## config.mk

```make
export PLATFORM = sky130hd
export DESIGN_NAME = exu_alu_core
export DESIGN_NICKNAME = d
export VERILOG_FILES = /design/src/rtl/exu_alu_core_pkg.sv /design/src/rtl/exu_alu_core_shifter.sv /design/src/rtl/exu_alu_core.sv
export SDC_FILE = /design/constraint.sdc
export NUM_CORES = 1
export LEC_CHECK = 0
export BUFFER_PORTS_ARGS = -buffer_cell sky130_fd_sc_hd__buf_2
export CORE_ASPECT_RATIO = 0.8
export CORE_MARGIN = 2
export CORE_UTILIZATION = 65
export DETAILED_ROUTE_END_ITERATION = 12
export PLACE_DENSITY = 0.91
export SYNTH_ARGS = -nofsm -noshare
export SYNTH_HDL_FRONTEND = slang
export SYNTH_SLANG_ARGS = --single-unit
```

## constraint.sdc

```tcl
create_clock -name clk -period 3.4 [get_ports clk]
set_clock_uncertainty 0.05 [all_clocks]
set_input_delay 0.51 -clock clk [delete_from_list [all_inputs] [get_ports clk]]
set_output_delay 0.51 -clock clk [all_outputs]
set_load 0.02 [all_outputs]
```

## src/rtl/exu_alu_core_pkg.sv

```systemverilog
// ----------------------------------------------------------------------------
// exu_alu_core_pkg
//   Shared definitions for the execute-stage ALU: datapath and funct widths,
//   the ALU funct codes driven by the operand-select stage, and the state
//   encoding of the multi-cycle ALU controller.
// ----------------------------------------------------------------------------
package exu_alu_core_pkg;

    localparam int ISA_WIDTH       = 32;
    localparam int ALU_FUNCT_WIDTH = 4;
    localparam int ALU_STATE_WIDTH = 2;

    // Funct codes shared with the operand-select stage. Codes 4'hB..4'hF are
    // undefined and produce a zero result.
    localparam logic [ALU_FUNCT_WIDTH-1:0] ALU_NO_FUNCT  = 4'h0;
    localparam logic [ALU_FUNCT_WIDTH-1:0] ALU_ADD       = 4'h1;
    localparam logic [ALU_FUNCT_WIDTH-1:0] ALU_SUB       = 4'h2;
    localparam logic [ALU_FUNCT_WIDTH-1:0] ALU_EQ        = 4'h3;
    localparam logic [ALU_FUNCT_WIDTH-1:0] ALU_NEQ       = 4'h4;
    localparam logic [ALU_FUNCT_WIDTH-1:0] ALU_LESS_U    = 4'h5;
    localparam logic [ALU_FUNCT_WIDTH-1:0] ALU_AND       = 4'h6;
    localparam logic [ALU_FUNCT_WIDTH-1:0] ALU_OR        = 4'h7;
    localparam logic [ALU_FUNCT_WIDTH-1:0] ALU_XOR       = 4'h8;
    localparam logic [ALU_FUNCT_WIDTH-1:0] ALU_SHIFT_L_L = 4'h9;
    localparam logic [ALU_FUNCT_WIDTH-1:0] ALU_SHIFT_R_A = 4'hA;

    typedef enum logic [ALU_STATE_WIDTH-1:0] {
        ALU_ST_IDLE  = 2'd0,
        ALU_ST_SHIFT = 2'd1,
        ALU_ST_DONE  = 2'd2
    } alu_state_e;

    function automatic logic is_shift_funct(input logic [ALU_FUNCT_WIDTH-1:0] f);
        return (f == ALU_SHIFT_L_L) || (f == ALU_SHIFT_R_A);
    endfunction

endpackage

```

## src/rtl/exu_alu_core_shifter.sv

```systemverilog
// ----------------------------------------------------------------------------
// exu_alu_shifter
//   Shift unit of the execute-stage ALU.
//   Default build: iterative shifter holding an accumulator and a remaining
//   count. 'load' captures a/shamt/direction, each 'step' cycle shifts the
//   accumulator by one bit; 'last' flags the step that performs the final
//   shift, with 'result' carrying the value after that shift.
//   ALU_BARREL_SHIFT_EN defined: purely combinational barrel shifter, 'result'
//   is a shifted by shamt directly; clk/rst/load/step are ignored and 'last'
//   is tied low.
//
// Ports:
//   clk    in   clock, rising edge
//   rst    in   asynchronous active-low reset
//   load   in   capture a, shamt and arith (iterative build)
//   step   in   perform one shift step (iterative build)
//   arith  in   1 = arithmetic right shift, 0 = logical left shift
//   a      in   WIDTH       operand to shift
//   shamt  in   SHAMT_WIDTH shift amount
//   result out  WIDTH       shifted value
//   last   out  final iterative step is happening this cycle
// ----------------------------------------------------------------------------
module exu_alu_shifter #(
    parameter int WIDTH       = 32,
    parameter int SHAMT_WIDTH = 5
) (
    input  logic                   clk,
    input  logic                   rst,
    input  logic                   load,
    input  logic                   step,
    input  logic                   arith,
    input  logic [WIDTH-1:0]       a,
    input  logic [SHAMT_WIDTH-1:0] shamt,
    output logic [WIDTH-1:0]       result,
    output logic                   last
);

`ifdef ALU_BARREL_SHIFT_EN

    logic signed [WIDTH-1:0] a_s;
    logic signed [WIDTH-1:0] sra_s;
    logic                    unused_ok;

    // The arithmetic shift is kept in its own signed expression; mixing it
    // into the ternary with the unsigned left shift would turn it logical.
    assign a_s       = a;
    assign sra_s     = a_s >>> shamt;
    assign result    = arith ? sra_s : (a << shamt);
    assign last      = 1'b0;
    assign unused_ok = &{1'b0, clk, rst, load, step};

`else

    logic [WIDTH-1:0]       acc;
    logic [SHAMT_WIDTH-1:0] cnt;
    logic                   arith_q;

    // One-bit shift of the accumulator in the captured direction.
    assign result = arith_q ? {acc[WIDTH-1], acc[WIDTH-1:1]}
                            : {acc[WIDTH-2:0], 1'b0};
    assign last   = step && (cnt == SHAMT_WIDTH'(1));

    always_ff @(posedge clk or negedge rst) begin
        if (!rst) begin
            acc     <= '0;
            cnt     <= '0;
            arith_q <= 1'b0;
        end else if (load) begin
            acc     <= a;
            cnt     <= shamt;
            arith_q <= arith;
        end else if (step && (cnt != '0)) begin
            acc <= result;
            cnt <= cnt - SHAMT_WIDTH'(1);
        end
    end

`endif

endmodule

```

## src/rtl/exu_alu_core.sv

```systemverilog
// ----------------------------------------------------------------------------
// exu_alu_core
//   Multi-cycle execute-stage ALU with valid/ready handshakes on both sides.
//   Logic, arithmetic and compare ops complete in one cycle. Shifts run one
//   bit per cycle through exu_alu_shifter (latency shamt+1), unless the
//   build macro ALU_BARREL_SHIFT_EN is defined, in which case shifts are
//   combinational and also complete in one cycle.
//
// Ports:
//   clk        in   clock, rising edge
//   rst        in   asynchronous active-low reset
//   in_valid   in   operands valid
//   in_ready   out  core can accept operands
//   alu_a      in   WIDTH        operand A
//   alu_b      in   WIDTH        operand B / shift amount in low SHAMT_WIDTH bits
//   alu_funct  in   FUNCT_WIDTH  operation code
//   out_valid  out  alu_result valid
//   out_ready  in   consumer accepts the result
//   alu_result out  WIDTH        registered result
//   busy       out  controller not idle
//
// Build option: ALU_BARREL_SHIFT_EN (single-cycle barrel shifts).
// ----------------------------------------------------------------------------
module exu_alu_core
    import exu_alu_core_pkg::*;
#(
    parameter int WIDTH       = ISA_WIDTH,
    parameter int FUNCT_WIDTH = ALU_FUNCT_WIDTH,
    parameter int SHAMT_WIDTH = 5
) (
    input  logic                   clk,
    input  logic                   rst,
    input  logic                   in_valid,
    output logic                   in_ready,
    input  logic [WIDTH-1:0]       alu_a,
    input  logic [WIDTH-1:0]       alu_b,
    input  logic [FUNCT_WIDTH-1:0] alu_funct,
    output logic                   out_valid,
    input  logic                   out_ready,
    output logic [WIDTH-1:0]       alu_result,
    output logic                   busy
);

    alu_state_e             state;
    alu_state_e             state_nxt;
    logic                   accept;
    logic                   res_load;
    logic [WIDTH-1:0]       res_nxt;
    logic                   sh_load;
    logic                   sh_step;
    logic                   sh_last;
    logic [WIDTH-1:0]       sh_result;
    logic [SHAMT_WIDTH-1:0] shamt;

    // Single-cycle ops. Shift codes never reach this function's result path;
    // they fall into the zero default along with undefined codes.
    function automatic logic [WIDTH-1:0] alu_op(
        input logic [FUNCT_WIDTH-1:0] f,
        input logic [WIDTH-1:0]       a,
        input logic [WIDTH-1:0]       b
    );
        logic [WIDTH-1:0] r;
        case (f)
            ALU_ADD:    r = a + b;
            ALU_SUB:    r = a - b;
            ALU_AND:    r = a & b;
            ALU_OR:     r = a | b;
            ALU_XOR:    r = a ^ b;
            ALU_EQ:     r = {{(WIDTH-1){1'b0}}, (a == b)};
            ALU_NEQ:    r = {{(WIDTH-1){1'b0}}, (a != b)};
            ALU_LESS_U: r = {{(WIDTH-1){1'b0}}, (a < b)};
            default:    r = '0;
        endcase
        return r;
    endfunction

    assign shamt     = alu_b[SHAMT_WIDTH-1:0];
    assign in_ready  = (state == ALU_ST_IDLE) || ((state == ALU_ST_DONE) && out_ready);
    assign accept    = in_valid && in_ready;
    assign out_valid = (state == ALU_ST_DONE);
    assign busy      = (state != ALU_ST_IDLE);
    assign sh_step   = (state == ALU_ST_SHIFT);

    exu_alu_shifter #(
        .WIDTH       (WIDTH),
        .SHAMT_WIDTH (SHAMT_WIDTH)
    ) u_shifter (
        .clk    (clk),
        .rst    (rst),
        .load   (sh_load),
        .step   (sh_step),
        .arith  (alu_funct == ALU_SHIFT_R_A),
        .a      (alu_a),
        .shamt  (shamt),
        .result (sh_result),
        .last   (sh_last)
    );

    // Next-state / result-load decode
    always_comb begin
        state_nxt = state;
        res_load  = 1'b0;
        res_nxt   = '0;
        sh_load   = 1'b0;
        case (state)
            ALU_ST_IDLE, ALU_ST_DONE: begin
                // A retiring result with no new op returns to IDLE; an
                // accept in the same cycle overrides this below, so DONE
                // chains straight into the next op.
                if (state == ALU_ST_DONE && out_ready) begin
                    state_nxt = ALU_ST_IDLE;
                end
                if (accept) begin
                    if (is_shift_funct(alu_funct)) begin
`ifdef ALU_BARREL_SHIFT_EN
                        res_load  = 1'b1;
                        res_nxt   = sh_result;
                        state_nxt = ALU_ST_DONE;
`else
                        sh_load = 1'b1;
                        if (shamt == '0) begin
                            res_load  = 1'b1;
                            res_nxt   = alu_a;
                            state_nxt = ALU_ST_DONE;
                        end else begin
                            state_nxt = ALU_ST_SHIFT;
                        end
`endif
                    end else begin
                        res_load  = 1'b1;
                        res_nxt   = alu_op(alu_funct, alu_a, alu_b);
                        state_nxt = ALU_ST_DONE;
                    end
                end
            end
            ALU_ST_SHIFT: begin
                if (sh_last) begin
                    res_load  = 1'b1;
                    res_nxt   = sh_result;
                    state_nxt = ALU_ST_DONE;
                end
            end
            default: state_nxt = ALU_ST_IDLE;
        endcase
    end

    // State and result registers
    always_ff @(posedge clk or negedge rst) begin
        if (!rst) begin
            state      <= ALU_ST_IDLE;
            alu_result <= '0;
        end else begin
            state <= state_nxt;
            if (res_load) begin
                alu_result <= res_nxt;
            end
        end
    end

endmodule

```

== Word level (Yosys, flattened, before mapping) ==
Index checks and enable logic that the tools add are counted.
Word-level totals
  flip-flop bits (word level): 72
  input port bits: 72
  output and inout bits: 35
  logic and storage cells: 67
Cells by class
  add/sub/neg operators: 3
  $lt $le $gt $ge: 1
  eq/ne operators: 17
  muxes and demuxes: 25
  bitwise logic cells: 3
  reduce and logical (&&, ||, !) cells: 13
Operators with widths (number)
  $pmux W32 S8: 1
  $mux W32: 7
  $pmux W32 S2: 1
  $add A32 B32 Y32: 1
  $and A32 B32 Y32: 1
  $eq A32 B32 Y1: 1
  $lt A32 B32 Y1: 1
  $ne A32 B32 Y1: 1
  $or A32 B32 Y32: 1
  $sub A32 B32 Y32: 1
  $xor A32 B32 Y32: 1
  $eq A4 B3 Y1 const B: 4
  $eq A4 B4 Y1 const B: 3
  $mux W2: 5
  $mux W5: 2
  $eq A4 B2 Y1 const B: 2
  $mux W1: 7
  $eq A5 B1 Y1 const B: 1
  $logic_not A5 Y1: 1
  $reduce_bool A5 Y1: 1
  $sub A5 B1 Y5 const B: 1
  $eq A4 B1 Y1 const B: 1
  $logic_and A1 B1 Y1: 4
  $pmux W2 S2: 1
  other kinds (10): 12

== Longest topological paths before layout ==
  word-level depth: 7
  depth in mapped cells: 12
  gate-level depth less buffers: 12

== Modules after synthesis ==
Synthesis repeated with hierarchy kept, for this count alone.
Second synthesis, totals
  cell total of the unflattened synthesis: 1254
  area total of the unflattened synthesis: 9357.7 um2
By module, submodules not included
  exu_alu_core: instances 1, cells an instance 998, area an instance 7018.0 um2, seq. area each 850.8 um2
  exu_alu_shifter: instances 1, cells an instance 256, area an instance 2339.7 um2, seq. area each 950.9 um2

== Worst setup path before layout ==
No wires, ideal clock.
  path kind: in2reg
  start: input port alu_a[12]
  end: register alu_result[27]
  library setup time: 0.142 ns
  data arrival time: 2.911 ns
  data required time: 3.208 ns
  setup slack: 0.297 ns
  cell stages on the path: 12
  buffers on the path: 1
  path through: inv_1 -> ha_1 -> clkbuf_1 -> inv_1 -> a21oi_1 -> o31ai_1 -> a2111oi_0 -> nor2_1 -> a211oi_1 -> mux2_2 -> a22oi_1 -> o221ai_1
On the way
  word-level cells in the longest chain between the ends: 5
  elaborated cells on any way between the ends: 6
  those cells by class: add/sub: 2; mux: 4
Ends and longest elaborated chain
  start: declaration: RTL line exu_alu_core.sv:35  | input logic [WIDTH-1:0] alu_a,
  $sub A32 B32 Y32 / $add A32 B32 Y32 (equally long branches): RTL line exu_alu_core.sv:65, exu_alu_core.sv:64
  $pmux W32 S8 *: RTL line exu_alu_core.sv:63  | case (f)
  $mux W32 *: RTL line exu_alu_core.sv:114  | if (is_shift_funct(alu_funct)) begin
  $mux W32 *: RTL line exu_alu_core.sv:113  | if (accept) begin
  $pmux W32 S2 *: RTL line exu_alu_core.sv:105  | case (state)
  end signal: assignment: RTL line exu_alu_core.sv:155  | alu_result <= res_nxt;
  end: declaration: RTL line exu_alu_core.sv:40  | output logic [WIDTH-1:0] alu_result,
Mark *: on every way between the ends. The rest lies on a longest branch, timed or not.
A chain may end at the register's enable or synchronous reset.

== Final worst setup path ==
  start: input port alu_b[4]
  end: register alu_result[28]
On the way
  word-level cells in the longest chain between the ends: 5
  elaborated cells on any way between the ends: 12
  those cells by class: add/sub: 2; mux: 9; reduce/logical: 1
Ends and longest elaborated chain
  start: declaration: RTL line exu_alu_core.sv:36  | input logic [WIDTH-1:0] alu_b,
  $sub A32 B32 Y32 (tied with other cells): RTL line exu_alu_core.sv:65  | ALU_SUB: r = a - b;
  $pmux W32 S8 (tied with other cells): RTL line exu_alu_core.sv:63
  $mux W32 / $mux W1 (equally long branches): RTL line exu_alu_core.sv:114
  $mux W32 / $mux W1 (equally long branches): RTL line exu_alu_core.sv:113
  $pmux W32 S2 / $pmux W1 S2 (equally long branches): RTL line exu_alu_core.sv:105
Several ways; a longest one is shown, not always the timed one.

==> impl_metrics.yaml <==
outcome:
  status: "completed"
cells_and_area:
  fin_area_um2: 11100
  final_common_cell: "buf_4"
  area_delta_synth_final_pct: 23.52
  fin_nets: 1612
  drive_above_1_share: 0.2173
  utilization: 0.8195
  layout_common_cells: "164 x buf_4, 137 x nor2_1, 115 x a21oi_1"
  final_cells: 1616
  num_antenna_cells: 0
  fillers: 913
synth:
  ys_seq_elements: 72
  synthXorXnorAreaFrac: 0.006820
  synthSimpleGateAreaFrac: 0.1846
  synth_ff_type: "dfrtp_1"
  synth_area_leaders: "dfrtp_1 20%, ha_1 15%, a21oi_1 6.4%"
  postSynthAreaPerCell_um2: 7.321
  synth_cells: 1228
  netlist_area_um2: 8990
  synth_top_area_cell: "dfrtp_1"
  synth_top_family_by_area: "compound AO/OA/AOI/OAI gates"
  synthMuxAreaShare: 0.04370
  synth_nets: 1409
  synth_top_area_frac: 0.2004
  yosysWarnings: 0
  synth-compound-area-share: 0.3395
  ys_async_sr_fraction: 1.000
  ys_seq_area_frac: 0.2004
  ys_types: 74
  synth_edf_count: 0
  synthAdderAreaFrac: 0.1534
timing:
  worst_slew_pin_slew_ns: 0.9461
  drv_slew: 0
  finalHoldViolations: 0
  max_freq_mhz: 306.3
  fin_crit_sh: 0.9602
  final-setup-viol-count: 0
  period_minus_slack_ns: 3.265
  maxSlewHeadroom: 0.3693
worst_setup_path:
  critPathArrivalTime_ns: 3.44
  regToRegStartpoint: "u_shifter.cnt[1]$_DFFE_PN0P_"
  crit_buf_inv: 3
  path_cells: "buf_2, inv_1, ha_1, nor2b_1, buf_4, a211oi_2, o21bai_2, a2111oi_4, o211ai_2, a2111o_1, a221oi_2, mux2i_1, a21oi_1"
  end_kind: "register"
  critPathMaxFanout: 7
  required_ns: 3.57
  criticalPathCategory: "in2reg"
  rrSetupSlack_ns: 0.43
  timing.rr.end: "alu_result[31]$_DFFE_PN0P_"
  max_stage_delay_ns: 0.41
  worstRegToRegCells: 9
  cp-start-kind: "input pin"
  crit_slowest_cell: "ha_1"
  crit_family: "compound AO/OA/AOI/OAI gates"
floorplanning:
  die_area_um2: 14790
  initial_core_util: 0.6634
  row_count: 38
  die_h_um: 109.2
  fp.coreArea_um2: 13550
  ioPinCount: 107
  die-width_um: 135.5
clocking:
  clock_sinks: 72
  cts_hold_buf: 0
  ctsResizeCount: 0
  clk_latency_ns: 0.34
  root_buffer: "clkbuf_16"
  htree_levels: 3
  cts_tree: "yes"
  post-cts-setup-buffers: 0
  clkSlewWorstSetupHoldPaths_ns: 0.07
  cts_buffers: 9
  cts.path.max_buffers: 2
placed_design:
  dpl.hpwl_um: 27730
  dp.cells: 1600
  io_buffer_count: 106
  postPlaceCellArea_um2: 10760
  place_congestion: 1.073
grt:
  grt_start_max_net_pins: 73
  grt_overflow: 0
  grt_first_pass_wirelength_um: 56930
  first_global_vias: 10640
  grtUsageTotal: 0.5029
  antenna_found_initial: 1
power:
  p_leak_nw: 5.414
  power.density_nw_per_um2: 435.6
  max-vdd-ir-drop_uv: 408.5
routing:
  viasPerCell: 7.020
  drtAntennaViolNets: 0
  routedWlPerCell_um: 23.15
  vias: 11340
  drc: 0
  dr.first_iter.drc_count: 1807
  firstDrtPassIters: 9
  wirelength_um: 37410
min_path:
  min_path_type: "in2async"
job:
  maxCapViolations: 0
## cell usage after synthesis (all sizes together), types with 15 or more instances
cell      n
mux2i    37
nor2    139
nor2b    15
a221oi   17
inv      91
dfrtp    72
clkbuf   73
nand3    24
o21ai   113
a21oi   115
a211oi   21
nor3     22
nand2   109
o221ai   27
a31oi    23
ha      107
o211ai   22
## logic make-up (layout without fill, tap and decap cells)
kind of cell	after synthesis	count (layout)
flops	72	72
fa+ha+maj	109	109
mux	39	39
compound gates	462	462
buf+inv	170	378
simple gates	369	369
xor+xnor	7	7
## stage by stage
step                       TNS [ns]  power [mW]  hold WS [ns]  setup slack, ns
after global placement      -0.2727       3.500        0.4165         -0.07222
final                             0       4.837        0.2559           0.1354
after floorplan                   0       2.678        0.1644           0.2967
after detailed placement     -1.125       3.604        0.4183          -0.2026
after CTS                         0       4.689        0.2844           0.1326
after global routing      -0.003727       5.040        0.3276        -0.003727
## state kept, by name, summed over array words and instances (netlist names)
name               flops
u_shifter.acc         32
state                  2
u_shifter.arith_q      1
alu_result            32
u_shifter.cnt          5
## routing by layer
metal  track usage  share of wire  up-vias
li1              -              -     4911
met1        0.6658           0.38     5133
met2        0.7172           0.39     1059
met3        0.2027           0.17      237
met4        0.2143          0.052        4
met5       0.07292         0.0036        -
## how the worst max path moves through the flow
stage                                       endpoint  cells after the start       from  slack, ns
after global placement    alu_result[23]$_DFFE_PN0P_                     12   alu_a[2]      -0.07
after CTS                 alu_result[20]$_DFFE_PN0P_                     12   alu_a[7]       0.13
after detailed placement  alu_result[20]$_DFFE_PN0P_                     12   alu_a[7]      -0.20
after floorplan           alu_result[27]$_DFFE_PN0P_                     12  alu_a[12]       0.30
final                     alu_result[28]$_DFFE_PN0P_                     13   alu_b[4]       0.14
after global routing      alu_result[27]$_DFFE_PN0P_                     14   alu_b[1]     -0.004
## power breakdown
part / switching (mW) / leakage (nW) / internal (mW) / total, mW
clock: 0.411 / 0.149 / 0.647 / 1.06
sequential: 0.322 / 0.909 / 1.17 / 1.49
combinational: 1.41 / 4.35 / 0.878 / 2.29
## layout make-up
class | count | area (um^2) | share of cell area
Tap cell | 180 | 225.2 | 0.02028
Timing Repair Buffer | 271 | 1797 | 0.1618
Clock inverter | 6 | 92.59 | 0.008338
Clock buffer | 10 | 229.0 | 0.02062
Sequential cell | 72 | 1803 | 0.1624
Multi-Input combinational cell | 986 | 6616 | 0.5958
Inverter | 91 | 341.6 | 0.03076
No activity file was read; power rests on OpenSTA's default activity.
